--- config.mk ---
export PLATFORM = sky130hd
export DESIGN_NAME = ir_transmitter
export DESIGN_NICKNAME = d
export VERILOG_FILES = /design/src/rtl/ir_transmitter.sv
export SDC_FILE = /design/constraint.sdc
export NUM_CORES = 1
export LEC_CHECK = 0
export CAP_MARGIN = 20
export CORE_UTILIZATION = 45
export CTS_CLUSTER_SIZE = 28
export DETAILED_ROUTE_END_ITERATION = 8
export PLACE_DENSITY = 0.67
export SLEW_MARGIN = 20
export SYNTH_ARGS = -nofsm -noshare
export SYNTH_HDL_FRONTEND = slang
export SYNTH_SLANG_ARGS = --single-unit
--- constraint.sdc ---
create_clock -name nec_clk -period 2.5 [get_ports nec_clk]
set_input_delay 0.625 -clock nec_clk [delete_from_list [all_inputs] [get_ports nec_clk]]
set_output_delay 0.625 -clock nec_clk [all_outputs]
set_load 0.02 [all_outputs]
--- src/rtl/ir_transmitter.sv ---
// NEC infrared frame transmitter: leader, 32 pulse-distance bits (MSB first), stop mark, then a
// guard gap. Drives both the demodulated line level and the carrier-modulated LED signal.
module ir_transmitter #(
    parameter int unsigned UNIT         = 28125,
    parameter int unsigned CARRIER_HALF = 658,
    parameter int unsigned GAP_UNITS    = 71
) (
    input  logic        nec_clk,
    input  logic        reset,
    input  logic        start,
    input  logic [31:0] word,
    output logic        ir_out,
    output logic        carrier_out,
    output logic        busy,
    output logic        done
);

    localparam int unsigned LEAD_LEN  = 16 * UNIT;
    localparam int unsigned GAP_LEN   = GAP_UNITS * UNIT;
    localparam int unsigned MAX_DUR   = (LEAD_LEN > GAP_LEN) ? LEAD_LEN : GAP_LEN;
    localparam int unsigned DUR_RAW_W = $clog2(MAX_DUR + 1);
    localparam int unsigned DUR_W     = (DUR_RAW_W > 24) ? DUR_RAW_W : 24;
    localparam int unsigned CAR_RAW_W = $clog2(CARRIER_HALF + 1);
    localparam int unsigned CAR_W     = (CAR_RAW_W > 1) ? CAR_RAW_W : 1;

    typedef enum logic [2:0] {
        IDLE,
        LEAD_MARK,
        LEAD_SPACE,
        BIT_MARK,
        BIT_SPACE,
        STOP_MARK,
        GAP
    } state_t;

    state_t             state_q, state_d;
    logic [DUR_W-1:0]   dur_q, dur_d;
    logic [5:0]         bit_cnt_q, bit_cnt_d;
    logic [31:0]        shift_q, shift_d;
    logic [CAR_W-1:0]   car_cnt_q, car_cnt_d;
    logic               carrier_q, carrier_d;
    logic               ir_q, ir_d;
    logic               busy_q, busy_d;
    logic               done_q, done_d;
    logic               seg_last;
    logic               mark_now;
    logic               mark_next;

    always_comb begin
        state_d   = state_q;
        dur_d     = dur_q;
        bit_cnt_d = bit_cnt_q;
        shift_d   = shift_q;
        done_d    = 1'b0;
        seg_last  = (dur_q == '0);

        // dur_q holds cycles remaining minus one, so a segment loaded with N-1 lasts N cycles
        case (state_q)
            IDLE: begin
                if (start) begin
                    state_d   = LEAD_MARK;
                    dur_d     = DUR_W'(LEAD_LEN - 1);
                    shift_d   = word;
                    bit_cnt_d = 6'd31;
                end
            end
            LEAD_MARK: begin
                if (seg_last) begin
                    state_d = LEAD_SPACE;
                    dur_d   = DUR_W'(8 * UNIT - 1);
                end else begin
                    dur_d = dur_q - DUR_W'(1);
                end
            end
            LEAD_SPACE: begin
                if (seg_last) begin
                    state_d = BIT_MARK;
                    dur_d   = DUR_W'(UNIT - 1);
                end else begin
                    dur_d = dur_q - DUR_W'(1);
                end
            end
            BIT_MARK: begin
                if (seg_last) begin
                    state_d = BIT_SPACE;
                    dur_d   = shift_q[31] ? DUR_W'(3 * UNIT - 1) : DUR_W'(UNIT - 1);
                end else begin
                    dur_d = dur_q - DUR_W'(1);
                end
            end
            BIT_SPACE: begin
                if (seg_last) begin
                    shift_d = {shift_q[30:0], 1'b0};
                    dur_d   = DUR_W'(UNIT - 1);
                    if (bit_cnt_q == 6'd0) begin
                        state_d = STOP_MARK;
                    end else begin
                        state_d   = BIT_MARK;
                        bit_cnt_d = bit_cnt_q - 6'd1;
                    end
                end else begin
                    dur_d = dur_q - DUR_W'(1);
                end
            end
            STOP_MARK: begin
                if (seg_last) begin
                    state_d = GAP;
                    dur_d   = DUR_W'(GAP_LEN - 1);
                end else begin
                    dur_d = dur_q - DUR_W'(1);
                end
            end
            GAP: begin
                if (seg_last) begin
                    state_d = IDLE;
                    done_d  = 1'b1;
                end else begin
                    dur_d = dur_q - DUR_W'(1);
                end
            end
            default: begin
                state_d = IDLE;
            end
        endcase
    end

    // Outputs are decoded from the next state so they line up with the registered state
    always_comb begin
        mark_now  = (state_q == LEAD_MARK) || (state_q == BIT_MARK) || (state_q == STOP_MARK);
        mark_next = (state_d == LEAD_MARK) || (state_d == BIT_MARK) || (state_d == STOP_MARK);
        ir_d      = ~mark_next;
        busy_d    = (state_d != IDLE);
        carrier_d = 1'b0;
        car_cnt_d = '0;
        if (mark_next) begin
            if (!mark_now) begin
                carrier_d = 1'b1;
                car_cnt_d = CAR_W'(CARRIER_HALF - 1);
            end else if (car_cnt_q == '0) begin
                carrier_d = ~carrier_q;
                car_cnt_d = CAR_W'(CARRIER_HALF - 1);
            end else begin
                carrier_d = carrier_q;
                car_cnt_d = car_cnt_q - CAR_W'(1);
            end
        end
    end

    always_ff @(posedge nec_clk) begin
        if (reset) begin
            state_q   <= IDLE;
            dur_q     <= '0;
            bit_cnt_q <= '0;
            shift_q   <= '0;
            car_cnt_q <= '0;
            carrier_q <= 1'b0;
            ir_q      <= 1'b1;
            busy_q    <= 1'b0;
            done_q    <= 1'b0;
        end else begin
            state_q   <= state_d;
            dur_q     <= dur_d;
            bit_cnt_q <= bit_cnt_d;
            shift_q   <= shift_d;
            car_cnt_q <= car_cnt_d;
            carrier_q <= carrier_d;
            ir_q      <= ir_d;
            busy_q    <= busy_d;
            done_q    <= done_d;
        end
    end

    assign ir_out      = ir_q;
    assign carrier_out = carrier_q;
    assign busy        = busy_q;
    assign done        = done_q;

endmodule
; ---- After elaboration in Yosys (flattened, before gate mapping)
; Index checks and enable logic that the tools add are counted.
[totals]
register_bits = 79
input_bits = 35
output_inout_bits = 4
word_cells = 78
[op_classes]
n_addsub = 3
n_eq_ne = 14
muxes = 29
bitwise = 4
reduce_logical = 18
[op_table]
columns = operator, count
row1 = 24-bit 2-to-1 mux, 6
row2 = 24-bit case mux with 6 select lines, 1
row3 = 32-bit 2-to-1 mux, 2
row4 = 32-bit case mux with 2 select lines, 1
row5 = 24-bit logical NOT, 1
row6 = 3-bit 2-to-1 mux, 8
row7 = 24-bit by 1-bit subtractor with 24-bit output (second input constant), 1
row8 = 3-bit case mux with 7 select lines, 1
row9 = 10-bit 2-to-1 mux, 2
row10 = 6-bit 2-to-1 mux, 3
row11 = 17-bit 2-to-1 mux, 1
row12 = 3-bit == test (second input constant), 4
row13 = 6-bit case mux with 2 select lines, 1
row14 = 10-bit logical NOT, 1
row15 = 10-bit by 1-bit subtractor with 10-bit output (second input constant), 1
row16 = 3-bit by 2-bit == test with 1-bit output (second input constant), 3
row17 = 2-bit inequality test (second input constant), 4
row18 = 3-bit by 1-bit == test with 1-bit output (second input constant), 2
row19 = 6-bit logical NOT, 1
row20 = 3-bit AND reduction, 2
row21 = 6-bit nonzero test, 1
row22 = 2-bit OR reduction, 3
row23 = 6-bit by 1-bit subtractor with 6-bit output (second input constant), 1
row24 = 1-bit logical OR, 4
row25 = other kinds (8), 13

; ---- Depth between registers and ports, before layout
; Gate-level depths: netlist (run 1).
[depth]
word_depth = 9
mapped_depth = 10
mapped_depth_nobuf = 8

; ---- Worst setup path before layout (run 1)
; Ideal clock, no wire load.
[synth_timing]
path_kind = reg-to-reg
startpoint = register dur_q[0]
endpoint = register dur_q[5]
setup_time_ps = 122
arrival_time_ps = 2041
t_required_ps = 2378
slack_ps = 337
path_stages_with_launch = 10
cell_sequence = dfxtp_1 inv_1 ha_1 or4b_4 nor2_1 buf_2 nand3_2 o211ai_2 o22ai_1 o2bb2ai_1
[synth_between]
elab_chain_cells = 3
elab_cells_between_ends = 10
[synth_lines]
columns = item, line_no
row1 = from (decl), 37  ; logic [DUR_W-1:0] dur_q, dur_d;
row2 = from (signal assigned), 162  ; dur_q <= dur_d;
row3 = 24-bit by 1-bit subtractor with 24-bit output / 24-bit logical NOT (equally long branches), n/a
row4 = "24-bit 2-to-1 mux, or another cell as far along", 114  ; if (seg_last) begin
row5 = 24-bit case mux with 6 select lines / 3-bit AND reduction (equally long branches), n/a
; Several ways; a longest one is shown, not always the timed one. The select of a mux whose other input is x is not followed.
; A chain may end at the register's enable or synchronous reset.

; ---- Worst setup path in the final report (run 1)
[layout_timing]
startpoint = register dur_q[8]
endpoint = register dur_q[14]
; The elaborated chain is that of the path after synthesis.

==> impl_metrics.py, run 1 <==
metrics = {
    "timing": {
        "slew_violations": 0,
        "setup_viol": 0,
        "timing_hold_violations_final": 0,
        "rsz0062_at_grt": "true",
        "relSlewSlack_pct": 56.6,
        "fin_crit_ns": 2.36,
        "fin_hold_ws_ns": 0.478,
        "fin_ws_ns": 0.143,
        "tightest_slew_ns": 0.651,
        "period_share_pct": 94.3,
        "clock_skew_ns": 0.0101,
        "max_freq_mhz": 424,
    },
    "detailed_routing": {
        "wirelength_um": 10400,
        "viasPerCell": 5.92,
        "antenna_left": 0,
        "drc": 0,
        "vias": 3866,
        "drt-pass1-iter-count": 5,
        "drt_iter0_drc": 286,
        "wl_per_cell_um": 15.9,
    },
    "floorplan": {
        "die_area_um2": 9640,
        "num_rows": 34,
        "die_h_um": 98.2,
        "ioPinCount": 39,
        "start_util_pct": 47.1,
        "die_w_um": 98.2,
        "core_area_um2": 8850,
    },
    "worst_setup_path": {
        "arrival_ns": 2.65,
        "critPathLaunchType": "register",
        "worstPathRequired_ns": 2.79,
        "crit_path_max_fanout": 10,
        "path_class": "register to register",
        "endpoint_kind": "register",
    },
    "run_status": {
        "status": "complete, no violations",
    },
    "synthesis": {
        "syn-cell-area_um2": 4160,
        "ys_types": 67,
        "synthesis.nets": 528,
        "ys_seq_elements": 79,
        "synth_most_common_cell": "dfxtp_1",
        "ys_top_cells_by_area": "dfxtp_1, mux2i_1, nor2_1",
        "synth_top_area_share_pct": 38.0,
        "yosys.area.top_type": "dfxtp_1",
        "synth_cells": 489,
        "synth_edf_count": 0,
        "postSynthAreaPerCell_um2": 8.52,
        "synthFlopType": "dfxtp_1",
        "ys_warn_count": 0,
        "synthTopCellsByCount": "dfxtp_1, nor2_1, a211oi_1",
        "ys_seq_area_share_pct": 38.0,
        "async_flop_share_pct": 0,
    },
    "placed_design": {
        "dp_hpwl_um": 7490,
        "place.gp.congestion": 0.939,
        "place_ws_ns": 0.149,
        "port_buffers": 38,
        "placed_cell_area_um2": 4760,
    },
    "clock_tree": {
        "cts_buffers": 9,
        "cts_sinks": 79,
        "cts_tree": "yes",
        "clk_latency_ns": 0.36,
        "cts-root-buf": "clkbuf_8",
        "cts_htree_levels": 3,
        "cts.path.max_buffers": 2,
        "path_clk_slew_ns": 0.09,
    },
    "global_routing": {
        "gr-total-overflow": 0,
        "antenna_found_initial": 0,
        "use_met3_pct": 3.58,
        "grt_pass1_wl_um": 17500,
        "grt_max_degree": 63,
        "grt.busiest_layer": "met2",
        "grt_util_all_layers_pct": 22.3,
        "use_met1_pct": 31.3,
        "grt_pass1_vias": 3583,
        "use_met2_pct": 33.7,
    },
    "flow_run": {
        "drv_cap": 0,
    },
    "final_layout": {
        "antenna_cells": 0,
        "area.growth.synth_to_final_pct": 20.7,
        "nets": 579,
        "num-fill-cells": 828,
        "design_area_um2": 5020,
        "drive_gt1_share_pct": 13.6,
        "post-route-util_pct": 56.8,
    },
    "worst_hold_path": {
        "min_path_type": "register to register",
    },
    "power": {
        "peakVddDrop_uv": 289,
        "total_power_uw": 3130,
        "p_leak_uw": 0.00180,
        "powerDensity_nw_per_um2": 623,
    },
}
[report_power, final]
group / internal [uW] / switching (uW)
clock network: 506 / 516
registers: 1360 / 92.7
logic: 299 / 354
[cell usage in the layout, fill, tap and decap left out, types with 3 or more instances in the layout]
master,n
a211oi_1,35
a21oi_1,32
a221oi_1,4
a311oi_1,3
a31oi_1,5
buf_4,29
clkbuf_8,10
clkdlybuf4s50_1,37
dfxtp_1,79
ha_1,4
inv_1,12
mux2i_1,32
nand2_1,29
nand3_1,14
nand4_1,6
nor2_1,71
nor3_1,16
nor3_2,3
nor4_1,9
o211ai_1,3
o21ai_0,15
o22ai_1,3
o31ai_1,3
or3_1,7
or4_1,4
xnor2_1,8
xor2_1,7
[kinds of logic (layout without fill, tap and decap cells)]
kind of cell             after synthesis  count (layout)  share of synthesized area, %
AO/OA/AOI/OAI                        130             130                          21.4
XOR/XNOR                              15              15                          3.16
adder cells (fa/ha/maj)                4               4                          1.20
buffers and inverters                 41              97                          4.54
flip-flops                            79              79                          38.0
multiplexers                          32              32                          7.69
AND/OR/NAND/NOR                      188             188                          24.1
[registers in the layout (all words and copies together), names as in the netlist]
signal	flops
shift_q	32
dur_q	24
car_cnt_q	10
bit_cnt_q	6
state_q	3
busy	1
carrier_out	1
done	1
ir_out	1
[metrics by stage]
step | instances | setup TNS [ns]
6_report | 653 | 0
3_5_place_dp | 634 | 0
3_3_place_gp | 634 | 0
2_1_floorplan | 489 | 0
5_1_grt | 653 | -0.0268
4_1_cts | 650 | 0
[worst paths after layout]
check                             startpoint           end  slack (ns)  cells after the start
worst max-delay path                dur_q[8]     dur_q[14]        0.14                      6
worst min register to register  car_cnt_q[6]  car_cnt_q[6]        0.48                      2
worst max register to register      dur_q[8]     dur_q[14]        0.14                      6
worst min-delay path            car_cnt_q[6]  car_cnt_q[6]        0.48                      2
[routing by layer]
| metal | share of wire (%) | routed length (um) |
|---|---|---|
| met1 | 48 | 4940 |
| met2 | 44 | 4560 |
| met3 | 7.0 | 724 |
| met4 | 1.7 | 175 |
| met5 | 0 | 0 |
[layout make-up]
class,instances,area (um^2),area share (%)
sequential,79,1580,31.5
tap,108,135,2.69
multi-input combinational,369,2420,48.2
inverter,12,45.0,0.896
clock inverter,6,77.6,1.54
timing repair buffer,69,624,12.4
clock buffer,10,138,2.74
[what timing repair did]
item                       CTS  global route
buffers inserted             0             3
hold buffers                 0             0
setup endpoints to repair    0            10
gates resized for setup      0             5
[worst max-delay path: stages, from the launching register on]
cell	delay [ns]
dfxtp_1	0.39
or4_4	0.60
nor3_4	0.43
and3_4	0.36
nor2_2	0.09
a211o_1	0.31
a21oi_1	0.11
Power figures use the tool's default switching activity.
==> inputs of run 2 (changes only) <==
--- a/config.mk
+++ b/config.mk
@@ -7,6 +7,7 @@
 export LEC_CHECK = 0
 export CAP_MARGIN = 20
 export CORE_UTILIZATION = 45
+export CTS_CLUSTER_DIAMETER = 40
 export CTS_CLUSTER_SIZE = 28
 export DETAILED_ROUTE_END_ITERATION = 8
 export PLACE_DENSITY = 0.67
==> results of run 2 <==
No change in the layout: final DEF, timing and power equal those of run 1.
==> inputs of run 3 (changes only) <==
--- a/config.mk
+++ b/config.mk
@@ -15,3 +15,4 @@
 export SYNTH_ARGS = -nofsm -noshare
 export SYNTH_HDL_FRONTEND = slang
 export SYNTH_SLANG_ARGS = --single-unit
+export TNS_END_PERCENT = 5
==> impl_metrics.py, run 3 (same netlist as run 1, synthesis figures left out) <==
metrics = {
    "final_layout": {
        "design_area_um2": 5020,
        "nets": 579,
        "top_register": "shift_q",
        "antenna_cells": 0,
        "drive_gt1_share_pct": 13.4,
        "final_common_cell": "dfxtp_1",
        "largest_reg_flops": 32,
        "reg_top3": "shift_q x32, dur_q x24, car_cnt_q x10",
        "most-common-layout-cells": "dfxtp_1, nor2_1, clkdlybuf4s50_1, a211oi_1",
        "area.growth.synth_to_final_pct": 20.5,
    },
    "power": {
        "peakVddDrop_uv": 289,
        "switching_share_pct": 30.9,
        "p_leak_uw": 0.00180,
        "p_switching_uw": 967,
        "p_int_uw": 2160,
        "combPwrFrac_pct": 20.8,
        "power_frac_clock_pct": 32.8,
        "seqPwrFrac_pct": 46.4,
        "powerDensity_nw_per_um2": 624,
    },
    "clock_tree": {
        "cts_buffers": 9,
        "path_clk_slew_ns": 0.09,
        "cts_sinks": 79,
        "cts_htree_levels": 3,
        "cts_tree": "yes",
        "clk_latency_ns": 0.36,
        "cts-root-buf": "clkbuf_8",
        "cts.path.max_buffers": 2,
    },
    "detailed_routing": {
        "wl_per_cell_um": 16.0,
        "drt_iter0_drc": 319,
        "drt-pass1-iter-count": 5,
        "drc": 0,
        "wirelength_um": 10400,
        "vias": 3888,
        "viasPerCell": 5.95,
        "antenna_left": 0,
    },
    "placed_design": {
        "place_ws_ns": 0.149,
        "port_buffers": 38,
        "place.gp.congestion": 0.939,
        "dp_hpwl_um": 7490,
        "placed_cell_area_um2": 4760,
    },
    "global_routing": {
        "gr-total-overflow": 0,
        "use_met1_pct": 31.3,
        "grt.busiest_layer": "met2",
        "grt_pass1_vias": 3583,
        "grt_pass1_wl_um": 17500,
        "use_met3_pct": 3.58,
        "use_met2_pct": 33.7,
        "antenna_found_initial": 0,
        "grt_util_all_layers_pct": 22.3,
        "grt_max_degree": 63,
    },
    "run_status": {
        "status": "complete, no violations",
    },
    "floorplan": {
        "start_util_pct": 47.1,
        "num_rows": 34,
        "die_w_um": 98.2,
        "ioPinCount": 39,
        "core_area_um2": 8850,
        "die_area_um2": 9640,
        "die_h_um": 98.2,
    },
    "flow_run": {
        "drv_cap": 0,
    },
    "worst_setup_path": {
        "crit_path_max_fanout": 12,
        "endpoint_kind": "register",
        "path_cells": "inv_1 -> ha_1 -> or4b_4 -> nor2_1 -> buf_4 -> and3_4 -> nor2_2 -> a211o_1 -> a21oi_1",
        "critPathLaunchType": "register",
        "path_class": "register to register",
        "arrival_ns": 2.66,
        "critPathSlowestCell": "or4b_4",
        "slowest_delay_ns": 0.52,
        "worstPathRequired_ns": 2.79,
    },
    "timing": {
        "timing_hold_violations_final": 0,
        "slew_violations": 0,
        "relSlewSlack_pct": 56.5,
        "fin_crit_ns": 2.36,
        "rsz0062_at_grt": "true",
        "max_freq_mhz": 423,
        "setup_viol": 0,
        "clock_skew_ns": 0.00864,
        "fin_ws_ns": 0.136,
        "tightest_slew_ns": 0.652,
        "period_share_pct": 94.6,
    },
    "worst_hold_path": {
        "min_path_type": "register to register",
    },
}
run 3: cell counts in the layout (fill, tap and decap cells not counted):
No cell type changed its count.
run 3: worst paths after layout:
path	start	end	slack, ns	cells past startpoint
max	dur_q[0]	dur_q[14]	0.14	9
min	car_cnt_q[6]	car_cnt_q[6]	0.48	2
max reg2reg	dur_q[0]	dur_q[14]	0.14	9
min reg2reg	car_cnt_q[6]	car_cnt_q[6]	0.48	2
run 3: power groups by stage:
stage / Combinational (uW) / Sequential [uW] / Clock (uW)
finish: 651 / 1450 / 1030
global route: 721 / 1470 / 1100
CTS: 638 / 1450 / 1050
detailed placement: 633 / 1480 / 0
global placement: 626 / 1480 / 0
floorplan: 446 / 1460 / 0
run 3: critical path, delay by kind of cell (launching register included):
kind / cells / cell delay, ns
fa+ha+maj: 1 / 0.22
buf+inv: 2 / 0.30
flops: 1 / 0.33
compound gates: 2 / 0.42
simple gates: 4 / 1.02
run 3: repair_timing:
item / in CTS / in global routing
endpoints found under the setup margin: 0 / 10
hold buffers: 0 / 0
setup buffers: 0 / 3
gates resized for setup: 0 / 3
run 3: layer usage:
metal | vias to the layer above | part of all wire, %
met5 | - | 0
met4 | 0 | 2.5
met3 | 30 | 7.1
met2 | 163 | 44
met1 | 1775 | 47
li1 | 1920 | -
run 3: final cells by class:
class	instances	area [um^2]
clock inverter	6	77.6
multi-input combinational	369	2420
timing repair buffer	69	621
tap	108	135
fill	829	3830
inverter	12	45.0
sequential	79	1580
clock buffer	10	138
run 3: stage by stage:
stage / utilization, % / hold slack (ns) / std cells / setup TNS (ns) / power (uW)
global placement: 53.8 / 0.449 / 634 / 0 / 2100
CTS: 56.2 / 0.480 / 650 / 0 / 3140
global route: 56.7 / 0.513 / 653 / -0.107 / 3290
detailed placement: 53.8 / 0.467 / 634 / 0 / 2110
floorplan: - / 0.433 / 489 / 0 / 1910
finish: 56.7 / 0.478 / 653 / 0 / 3130
